**config.mk**
```make
export PLATFORM = sky130hd
export DESIGN_NAME = branch_resolve_flat
export DESIGN_NICKNAME = d
export VERILOG_FILES = /design/src/rtl/bp_pkg.sv /design/src/rtl/branch_resolve_if.sv /design/src/rtl/br_queue.sv /design/src/rtl/branch_resolve.sv /design/src/flat_wrapper.sv
export SDC_FILE = /design/constraint.sdc
export NUM_CORES = 1
export LEC_CHECK = 0
export ABC_AREA = 1
export CORE_ASPECT_RATIO = 2
export CORE_MARGIN = 2
export CORE_UTILIZATION = 56
export CTS_CLUSTER_SIZE = 30
export DETAILED_ROUTE_END_ITERATION = 16
export DONT_BUFFER_PORTS = 1
export GPL_ROUTABILITY_DRIVEN = 1
export PLACE_DENSITY = 0.75
export SETUP_SLACK_MARGIN = 0.5
export SLEW_MARGIN = 20
export SYNTH_ARGS = -nofsm -noshare
export SYNTH_HDL_FRONTEND = slang
export SYNTH_HIERARCHICAL = 1
export SYNTH_SLANG_ARGS = --single-unit
```
**constraint.sdc**
```tcl
create_clock -name clk -period 7.4 [get_ports clk]
set_clock_uncertainty 0.05 [all_clocks]
set_input_delay 2.22 -clock clk [delete_from_list [all_inputs] [get_ports clk]]
set_output_delay 2.22 -clock clk [all_outputs]
set_load 0.005 [all_outputs]
```
**src/rtl/bp_pkg.sv**
```systemverilog
// rtl/bp_pkg.sv - shared defaults, FSM states and queue entry type for branch resolution
package bp_pkg;

    localparam int BP_DEPTH = 4;
    localparam int BP_PC_W  = 8;
    localparam int BP_IDX_W = 4;
    localparam int BP_CNT_W = 16;

    typedef enum logic {
        ST_RUN   = 1'b0,
        ST_FLUSH = 1'b1
    } state_t;

    // Entry layout at default widths; the queue stores it flattened as {pc, index, taken}.
    typedef struct packed {
        logic [BP_PC_W-1:0]  pc;
        logic [BP_IDX_W-1:0] index;
        logic                taken;
    } entry_t;

endpackage

```
**src/rtl/branch_resolve_if.sv**
```systemverilog
// rtl/branch_resolve_if.sv - prediction, resolution, training and status signals
interface branch_resolve_if #(
    parameter int DEPTH = bp_pkg::BP_DEPTH,
    parameter int PC_W  = bp_pkg::BP_PC_W,
    parameter int IDX_W = bp_pkg::BP_IDX_W,
    parameter int CNT_W = bp_pkg::BP_CNT_W
);
    localparam int OCC_W = $clog2(DEPTH) + 1;

    logic             pred_valid;
    logic [PC_W-1:0]  pred_pc;
    logic [IDX_W-1:0] pred_index;
    logic             pred_taken;
    logic             pred_ready;
    logic             res_valid;
    logic             res_taken;
    logic             res_ready;
    logic             upd_valid;
    logic [IDX_W-1:0] upd_index;
    logic             upd_taken;
    logic             mispredict;
    logic [PC_W-1:0]  mispredict_pc;
    logic [OCC_W-1:0] occupancy;
    logic [CNT_W-1:0] total_cnt;
    logic [CNT_W-1:0] mispred_cnt;

    // Predictor / execute side
    modport master (
        output pred_valid, pred_pc, pred_index, pred_taken, res_valid, res_taken,
        input  pred_ready, res_ready, upd_valid, upd_index, upd_taken,
        input  mispredict, mispredict_pc, occupancy, total_cnt, mispred_cnt
    );

    // Resolution unit side
    modport slave (
        input  pred_valid, pred_pc, pred_index, pred_taken, res_valid, res_taken,
        output pred_ready, res_ready, upd_valid, upd_index, upd_taken,
        output mispredict, mispredict_pc, occupancy, total_cnt, mispred_cnt
    );

endinterface

```
**src/rtl/br_queue.sv**
```systemverilog
// rtl/br_queue.sv - outstanding-branch FIFO with clear, full/empty and occupancy
module br_queue #(
    parameter int DEPTH = 4,
    parameter int W     = 13
) (
    input  logic                     clk,
    input  logic                     reset,
    input  logic                     push,
    input  logic                     pop,
    input  logic                     clear,
    input  logic [W-1:0]             wdata,
    output logic [W-1:0]             rdata,
    output logic                     full,
    output logic                     empty,
    output logic [$clog2(DEPTH):0]   count
);
    localparam int PTR_W = $clog2(DEPTH);

    logic [W-1:0]     mem_q [DEPTH];
    logic [PTR_W-1:0] wptr_q, wptr_d;
    logic [PTR_W-1:0] rptr_q, rptr_d;
    logic [PTR_W:0]   count_q, count_d;

    // Next pointers/count: clear wins over everything; pointers wrap naturally at DEPTH.
    always_comb begin
        wptr_d  = wptr_q;
        rptr_d  = rptr_q;
        count_d = count_q;
        if (clear) begin
            wptr_d  = '0;
            rptr_d  = '0;
            count_d = '0;
        end else begin
            if (push) wptr_d = wptr_q + PTR_W'(1);
            if (pop)  rptr_d = rptr_q + PTR_W'(1);
            case ({push, pop})
                2'b10:   count_d = count_q + (PTR_W+1)'(1);
                2'b01:   count_d = count_q - (PTR_W+1)'(1);
                default: count_d = count_q;
            endcase
        end
    end

    // Pointer and occupancy registers; reset empties the queue immediately.
    always_ff @(posedge clk or posedge reset) begin
        if (reset) begin
            wptr_q  <= '0;
            rptr_q  <= '0;
            count_q <= '0;
        end else begin
            wptr_q  <= wptr_d;
            rptr_q  <= rptr_d;
            count_q <= count_d;
        end
    end

    // Entry storage; contents are don't-care while not counted as valid.
    always_ff @(posedge clk) begin
        if (push && !clear) mem_q[wptr_q] <= wdata;
    end

    assign rdata = mem_q[rptr_q];
    assign full  = (count_q == (PTR_W+1)'(DEPTH));
    assign empty = (count_q == '0);
    assign count = count_q;

endmodule

```
**src/rtl/branch_resolve.sv**
```systemverilog
// rtl/branch_resolve.sv - resolves queued branch predictions, trains predictor, counts mispredicts
module branch_resolve
    import bp_pkg::*;
#(
    parameter int DEPTH = BP_DEPTH,
    parameter int PC_W  = BP_PC_W,
    parameter int IDX_W = BP_IDX_W,
    parameter int CNT_W = BP_CNT_W
) (
    input  logic              clk,
    input  logic              reset,
    branch_resolve_if.slave   bus
);
    localparam int OCC_W   = $clog2(DEPTH) + 1;
    localparam int ENTRY_W = PC_W + IDX_W + 1;

    state_t             state_q, state_d;
    logic               q_full, q_empty;
    logic [OCC_W-1:0]   q_count;
    logic [ENTRY_W-1:0] head, wdata;
    logic [PC_W-1:0]    head_pc;
    logic [IDX_W-1:0]   head_index;
    logic               head_taken;
    logic               pred_ready, res_ready;
    logic               push, pop, mis_pop;

    logic               upd_valid_q;
    logic [IDX_W-1:0]   upd_index_q;
    logic               upd_taken_q;
    logic               mispredict_q;
    logic [PC_W-1:0]    mispredict_pc_q;
    logic [CNT_W-1:0]   total_cnt_q;
    logic [CNT_W-1:0]   mispred_cnt_q;

    assign head_pc    = head[ENTRY_W-1 -: PC_W];
    assign head_index = head[IDX_W:1];
    assign head_taken = head[0];
    assign wdata      = {bus.pred_pc, bus.pred_index, bus.pred_taken};

    // No full-queue bypass: a pop in the same cycle does not open a slot for a push.
    assign pred_ready = (state_q == ST_RUN) && !q_full;
    assign res_ready  = (state_q == ST_RUN) && !q_empty;
    assign pop        = bus.res_valid && res_ready;
    assign mis_pop    = pop && (head_taken != bus.res_taken);
    assign push       = bus.pred_valid && pred_ready && !mis_pop;

    br_queue #(
        .DEPTH (DEPTH),
        .W     (ENTRY_W)
    ) u_queue (
        .clk   (clk),
        .reset (reset),
        .push  (push),
        .pop   (pop),
        .clear (mis_pop),
        .wdata (wdata),
        .rdata (head),
        .full  (q_full),
        .empty (q_empty),
        .count (q_count)
    );

    // FSM state register.
    always_ff @(posedge clk or posedge reset) begin
        if (reset) state_q <= ST_RUN;
        else       state_q <= state_d;
    end

    // Next state: a mispredict costs exactly one FLUSH cycle.
    always_comb begin
        state_d = state_q;
        case (state_q)
            ST_RUN:   if (mis_pop) state_d = ST_FLUSH;
            ST_FLUSH: state_d = ST_RUN;
            default:  state_d = ST_RUN;
        endcase
    end

    // Training pulse, mispredict report and saturating statistics, all one cycle after the pop.
    always_ff @(posedge clk or posedge reset) begin
        if (reset) begin
            upd_valid_q     <= 1'b0;
            upd_index_q     <= '0;
            upd_taken_q     <= 1'b0;
            mispredict_q    <= 1'b0;
            mispredict_pc_q <= '0;
            total_cnt_q     <= '0;
            mispred_cnt_q   <= '0;
        end else begin
            upd_valid_q  <= pop;
            mispredict_q <= mis_pop;
            if (pop) begin
                upd_index_q <= head_index;
                upd_taken_q <= bus.res_taken;
                if (total_cnt_q != '1) total_cnt_q <= total_cnt_q + CNT_W'(1);
            end
            if (mis_pop) begin
                mispredict_pc_q <= head_pc;
                if (mispred_cnt_q != '1) mispred_cnt_q <= mispred_cnt_q + CNT_W'(1);
            end
        end
    end

    assign bus.pred_ready    = pred_ready;
    assign bus.res_ready     = res_ready;
    assign bus.upd_valid     = upd_valid_q;
    assign bus.upd_index     = upd_index_q;
    assign bus.upd_taken     = upd_taken_q;
    assign bus.mispredict    = mispredict_q;
    assign bus.mispredict_pc = mispredict_pc_q;
    assign bus.occupancy     = q_count;
    assign bus.total_cnt     = total_cnt_q;
    assign bus.mispred_cnt   = mispred_cnt_q;

endmodule

```
**src/flat_wrapper.sv**
```systemverilog
// flat-port wrapper written by rule: the top's interface ports become plain ports
module branch_resolve_flat import bp_pkg::*;
#(
    parameter int DEPTH = BP_DEPTH,
    parameter int PC_W  = BP_PC_W,
    parameter int IDX_W = BP_IDX_W,
    parameter int CNT_W = BP_CNT_W
)
  (clk, reset, bus_pred_valid, bus_pred_pc, bus_pred_index, bus_pred_taken, bus_res_valid, bus_res_taken, bus_pred_ready, bus_res_ready, bus_upd_valid, bus_upd_index, bus_upd_taken, bus_mispredict, bus_mispredict_pc, bus_occupancy, bus_total_cnt, bus_mispred_cnt);
  branch_resolve_if #(.DEPTH(DEPTH), .PC_W(PC_W), .IDX_W(IDX_W), .CNT_W(CNT_W)) bus_i ();
  input  logic clk;
  input  logic reset;
  input wire logic [$bits(bus_i.pred_valid)-1:0] bus_pred_valid;
  input wire logic [$bits(bus_i.pred_pc)-1:0] bus_pred_pc;
  input wire logic [$bits(bus_i.pred_index)-1:0] bus_pred_index;
  input wire logic [$bits(bus_i.pred_taken)-1:0] bus_pred_taken;
  input wire logic [$bits(bus_i.res_valid)-1:0] bus_res_valid;
  input wire logic [$bits(bus_i.res_taken)-1:0] bus_res_taken;
  output wire logic [$bits(bus_i.pred_ready)-1:0] bus_pred_ready;
  output wire logic [$bits(bus_i.res_ready)-1:0] bus_res_ready;
  output wire logic [$bits(bus_i.upd_valid)-1:0] bus_upd_valid;
  output wire logic [$bits(bus_i.upd_index)-1:0] bus_upd_index;
  output wire logic [$bits(bus_i.upd_taken)-1:0] bus_upd_taken;
  output wire logic [$bits(bus_i.mispredict)-1:0] bus_mispredict;
  output wire logic [$bits(bus_i.mispredict_pc)-1:0] bus_mispredict_pc;
  output wire logic [$bits(bus_i.occupancy)-1:0] bus_occupancy;
  output wire logic [$bits(bus_i.total_cnt)-1:0] bus_total_cnt;
  output wire logic [$bits(bus_i.mispred_cnt)-1:0] bus_mispred_cnt;
  assign bus_i.pred_valid = bus_pred_valid;
  assign bus_i.pred_pc = bus_pred_pc;
  assign bus_i.pred_index = bus_pred_index;
  assign bus_i.pred_taken = bus_pred_taken;
  assign bus_i.res_valid = bus_res_valid;
  assign bus_i.res_taken = bus_res_taken;
  assign bus_pred_ready = bus_i.pred_ready;
  assign bus_res_ready = bus_i.res_ready;
  assign bus_upd_valid = bus_i.upd_valid;
  assign bus_upd_index = bus_i.upd_index;
  assign bus_upd_taken = bus_i.upd_taken;
  assign bus_mispredict = bus_i.mispredict;
  assign bus_mispredict_pc = bus_i.mispredict_pc;
  assign bus_occupancy = bus_i.occupancy;
  assign bus_total_cnt = bus_i.total_cnt;
  assign bus_mispred_cnt = bus_i.mispred_cnt;
  branch_resolve #(.DEPTH(DEPTH), .PC_W(PC_W), .IDX_W(IDX_W), .CNT_W(CNT_W)) u_core (.clk(clk), .reset(reset), .bus(bus_i));
endmodule
```
---- Word level (Yosys, flattened, before mapping) ----
Memory sizes are Yosys's and may differ from the RTL's.
Cells that the tools add are included.
Widths: inputs -> output; s select.
storage, ports and cells
  flip-flop bits (word level) ............. 55
  memory bits (writable) .................. 52
  input port bits ......................... 18
  output and inout bits ................... 52
  word-level logic and storage cells ...... 51
  memories kept ........................... 1
cells by class
  add/subtract/negate cells ............... 6
  equal/unequal tests ..................... 6
  muxes and demuxes ....................... 10
  bitwise operators ....................... 1
  reduce and logical (&&, ||, !) cells .... 16
memory list
  memory                depth  width  read ports  clocked after memory_dff  wr ports  line            RTL
  u_core.u_queue.mem_q  4      13     1           0                         1         br_queue.sv:19  logic [W-1:0] mem_q [DEPTH];
operators with widths
  operator               number
  $add 16x1->16 const B  2
  $ne 16x16->1 const B   2
  $mux 2                 4
  $logic_and 1x1->1      7
  $pmux 3 s2             1
  $add 2x1->2 const B    2
  $reduce_and 2->1       2
  $reduce_bool 2->1      2
  $add 3x1->3 const B    1
  $eq 3x3->1 const B     1
  $logic_not 1->1        3
  $logic_not 3->1        1
  $mux 1                 3
  $mux 3                 1
  $reduce_bool 3->1      1
  $sub 3x1->3 const B    1
  $eq 2x1->1 const B     1
  $eq 2x2->1 const B     1
  $pmux 1 s2             1
  $ne 1x1->1             1
  $not 1->1              1

---- Depth between registers and ports, before layout ----
  word-level depth ........................ 10
  mapped depth ............................ 20
  mapped depth without buffers ............ 18

---- By module ----
The synthesis kept the hierarchy.
modules (own cells, without submodules)
  module          times used  cells an instance  area each (um2)  seq. area each (um2)
  branch_resolve  1           354                2606.2           1201.2
  br_queue        1           187                2504.9           1736.7

---- Worst setup path after synthesis ----
OpenSTA, ideal clock, no wires.
  path kind ............................... input to register
  start ................................... input bus_res_valid
  end ..................................... memory u_core.u_queue.mem_q[0][0] (enable)
  library setup time ...................... 382 ps
  arrival time ............................ 3833 ps
  required time ........................... 6968 ps
  slack ................................... 3134 ps
  stages .................................. 7
  buffers on the path ..................... 0
  cell sequence ........................... nand2_4 clkinv_4 nand2_4 clkinv_1 nor2_1 nand2_1 nor2_1
on the way
  cells in the longest elaborated chain, start to end .. 7
ends and longest elaborated chain
  what                          line                  RTL
  start: declaration            flat_wrapper.sv:17    input wire logic [$bits(bus_i.res_valid)-1:0] bus_res_valid;
  $logic_and 1x1->1             branch_resolve.sv:43  assign pop = bus.res_valid && res_ready;
  via u_core.pop                branch_resolve.sv:25  logic push, pop, mis_pop;
  $logic_and 1x1->1             branch_resolve.sv:44  assign mis_pop = pop && (head_taken != bus.res_taken);
  via u_core.mis_pop            branch_resolve.sv:25
  $logic_not 1->1               branch_resolve.sv:45  assign push = bus.pred_valid && pred_ready && !mis_pop;
  $logic_and 1x1->1             branch_resolve.sv:45
  via u_core.push               branch_resolve.sv:25
  $logic_and 1x1->1             br_queue.sv:59        if (push && !clear) mem_q[wptr_q] <= wdata;
  $mux 1                        br_queue.sv:59
  $mux 1 (implied by the code)  br_queue.sv:59
  end: declaration              br_queue.sv:19
The timed path passes the listed nets, and every way through them passes these cells.

---- Worst setup path after layout ----
  start ................................... input bus_res_valid
  end ..................................... memory u_core.u_queue.mem_q[3][3] (enable)
Same word-level chain as after synthesis.

==> impl_metrics.csv <==
group,metric,value,unit
yosys,largest_area_contributor_in_the_netlist,"sky130_fd_sc_hd__edfxtp_1",
power,design_power_total,2068,uW
yosys,yosysTopAreaCellShare,30.55,%
yosys,synth_compound_gate_area_share,7.515,%
grt,antenna_found_initial,0,
placed_design,dp_hpwl,8020,microns
clock_network,postCtsSetupRepairBufs,0,
clock_network,clock_tree.buffer_depth,2,
worst_setup_path,worst-r2r-cell-count,10,
floorplan,start_util,57.10,%
sta,slew-limit-headroom,26.72,%
worst_setup_path,setup.reg_to_reg.worst_slack,3.71,ns
drt,drtAntennaViolNets,0,
sta,setup-violations-final,0,
power,power-per-cell-area,380.2,nW/um^2
clock_network,cts_buffers,9,
drt,drt_iter0_drc,155,
grt,grt_first_pass_wirelength,17220,microns
sta,achievable-frequency,0.2176,GHz
yosys,synth.yosys.warnings,6,
worst_setup_path,crit_end,"u_core/u_queue/mem_q[3][3]",
sta,worst_slew_pin_slew,1.095,ns
clock_network,worst_setup_hold_path_clk_slew,0.06,ns
layout,post_route_cells_drive_above_1_share,12.23,%
layout,synthToLayoutAreaGrowth,6.438,%
layout,commonest_non_fill_non_tap_cell_in_the_layout,"sky130_fd_sc_hd__nand2_1",
grt,pin_count_of_the_biggest_net_entering_global_routing,49,
placed_design,placed_area,5140,sq um
grt,grtUsageTotal,22.33,%
drt,drt_drc_violations_left,0,
min_path,worst_hold_path_type,"reg2reg",
yosys,muxShareOfSynthArea,0,%
job,cap_violations,0,
worst_setup_path,worst_r2r_startpoint,"u_core/u_queue/rptr_q[0]",
clock_network,ctsRootBufferMaster,"sky130_fd_sc_hd__clkbuf_16",
floorplan,floorplan.die_area,9954,sq um
clock_network,clock_latency,0.34,ns
sta,timing_hold_violations_final,0,
drt,wl_per_cell,16.23,microns
drt,length_of_the_first_detailed_routing_pass_in_iterations,4,
layout,final_design_area_no_fill,5440,sq um
sta,final.period_utilization,62.09,%
grt,global_route.usage.met1,23.14,%
clock_network,cts_htree_levels,3,
clock_network,cts_repair_resize_count,0,
floorplan,floorplan.io_pins,70,
sta,report.final.slew_viol_count,0,
worst_setup_path,worst_path_max_fanout,13,
layout,mostFrequentLayoutCells,"180 x sky130_fd_sc_hd__nand2_1, 55 x sky130_fd_sc_hd__nor2_1, 55 x sky130_fd_sc_hd__dfrtp_1",
clock_network,cts_hold_buf,0,
yosys,post_synth_fa_ha_maj_area_fraction,1.860,%
worst_setup_path,crit-reg2reg-capture,"u_core/u_queue/mem_q[3][3]",
sta,grt_setup_unrepaired,"false",
floorplan,coreArea,8951,sq um
power,leakage,0.002280,uW
grt,grt_pass1_vias,3624,
yosys,synth_cell_type_count,34,
yosys,synth.avg_cell_area,9.448,sq um
worst_setup_path,timing.critical_path.arrival,4.50,ns
sta,setup-tns-final,0,ns
grt,groute.layer.met2.usage,40.89,%
yosys,syn_inst,541,
drt,vias,3601,
yosys,post_synth_and_or_nand_nor_area_fraction,25.24,%
yosys,dominant_combinational_cell_family_by_area_after_synthesis,"simple AND/OR/NAND/NOR gates",
sta,crit_path_time_final,4.595,ns
placed_design,port_buffers,0,
floorplan,die_height,139.1,microns
grt,grt-busiest-layer,"met2",
layout,layoutNonFillerInstCount,650,
grt,grt_overflow,0,
placed_design,final_weighted_congestion_in_routability_driven_placement,0.8301,
yosys,seq_area_frac_synth,57.48,%
worst_setup_path,critPathLaunchType,"input pin",
yosys,netlist_top_cells_area,"sky130_fd_sc_hd__edfxtp_1 31%, sky130_fd_sc_hd__dfrtp_1 27%, sky130_fd_sc_hd__nand2_1 13%",
grt,groute.layer.met3.usage,5.015,%
yosys,synth_xor_area_share,2.056,%
layout,fillerInstances,755,
power,peakVddDrop,361.6,uV
floorplan,num_rows,49,
drt,detail_route.vias_per_cell,5.540,
drt,wirelength,10550,microns
worst_setup_path,timing.setup.critical_path_class,"in2reg",
layout,num_antenna_cells,0,
worst_setup_path,crit_required,7.31,ns
worst_setup_path,crit_path_end_kind,"register",
yosys,postSynthRegisterBits,107,
clock_network,clock_sink_count,107,
layout,net_count_of_the_finished_layout,568,
clock_network,cts_tree,"done",
yosys,synthesis.nets,566,
placed_design,placed_cells_incl_taps,634,
floorplan,fp.dieW,71.56,microns
yosys,post_synthesis_cell_area,5111,sq um
status,status,"finished clean",
worst_setup_path,crit_path_start,"bus_res_valid",
## metal layers
metal	routed length (microns)	vias to the layer above
li1	-	1769
met1	3805	1712
met2	5872	91
met3	489	29
met4	379	0
met5	0	-
## critical path, stage by stage
cell                       delay, ns
sky130_fd_sc_hd__nand2_4        0.12
sky130_fd_sc_hd__clkinv_4       0.13
sky130_fd_sc_hd__nand2_4        0.18
sky130_fd_sc_hd__clkinv_1       0.37
sky130_fd_sc_hd__nor2_1         0.42
sky130_fd_sc_hd__nand2_1        0.20
sky130_fd_sc_hd__nor2_1         0.86
## through the flow
stage	hold slack (ns)	setup slack, ns	util (%)
final	0.4925	2.805	60.78
after detailed placement	0.4742	2.388	57.42
after global routing	0.5278	2.568	60.78
after CTS	0.4929	2.740	60.78
after global placement	0.4709	2.551	57.42
after floorplan	0.4224	3.134	-
## cells in the mapped netlist (all sizes together)
cell / count
fa: 1
buf: 11
nand4: 11
nor3: 4
o22ai: 13
o21ai: 43
xnor2: 3
edfxtp: 52
dfrtp: 55
nor2: 73
o31ai: 1
inv: 44
xor2: 9
nand3: 21
a21oi: 2
clkinv: 2
nand2: 187
ha: 6
nand3b: 3
## cell families after synthesis
family | Yosys count
simple gates | 299
flops | 107
compound gates | 59
buf+inv | 57
xor+xnor | 12
fa+ha+maj | 7
## registers in the layout, indices dropped and copies added (netlist names)
| signal | flops |
|---|---|
| u_core/bus.mispredict_pc | 8 |
| u_core/bus.mispredict | 1 |
| u_core/u_queue/rptr_q | 2 |
| u_core/u_queue/count | 3 |
| u_core/bus.total_cnt | 16 |
| u_core/bus.upd_index | 4 |
| u_core/bus.mispred_cnt | 16 |
| u_core/state_q | 1 |
| u_core/bus.upd_taken | 1 |
| u_core/bus.upd_valid | 1 |
| u_core/u_queue/wptr_q | 2 |
| u_core/u_queue/mem_q | 52 |
## report_power, final
part	internal [uW]	switching [uW]	total [uW]
Sequential	790	164	954
Clock	276	196	473
Combinational	209	433	641
Total	1280	793	2070
## final cells by class
class	instances	area, sq um	share of cell area (%)
Timing Repair Buffer	2	15.01	0.2760
Inverter	46	185.2	3.404
Sequential cell	107	2938	54.00
Clock inverter	4	48.80	0.8970
Multi-Input combinational cell	377	1874	34.45
Tap cell	102	127.6	2.346
Clock buffer	12	251.5	4.623
## worst min path at each step
stage / from / endpoint / slack [ns] / depth (start not counted)
after floorplan: u_core/bus.upd_taken / u_core/bus.upd_taken / 0.42 / 2
after global placement: u_core/bus.upd_index[3] / u_core/bus.upd_index[3] / 0.47 / 2
after detailed placement: u_core/bus.upd_index[0] / u_core/bus.upd_index[0] / 0.47 / 2
after CTS: u_core/bus.upd_index[3] / u_core/bus.upd_index[3] / 0.49 / 2
after global routing: u_core/bus.upd_index[3] / u_core/bus.upd_index[3] / 0.53 / 2
final: u_core/bus.upd_taken / u_core/bus.upd_taken / 0.49 / 2
(Power assumes the default switching activity.)
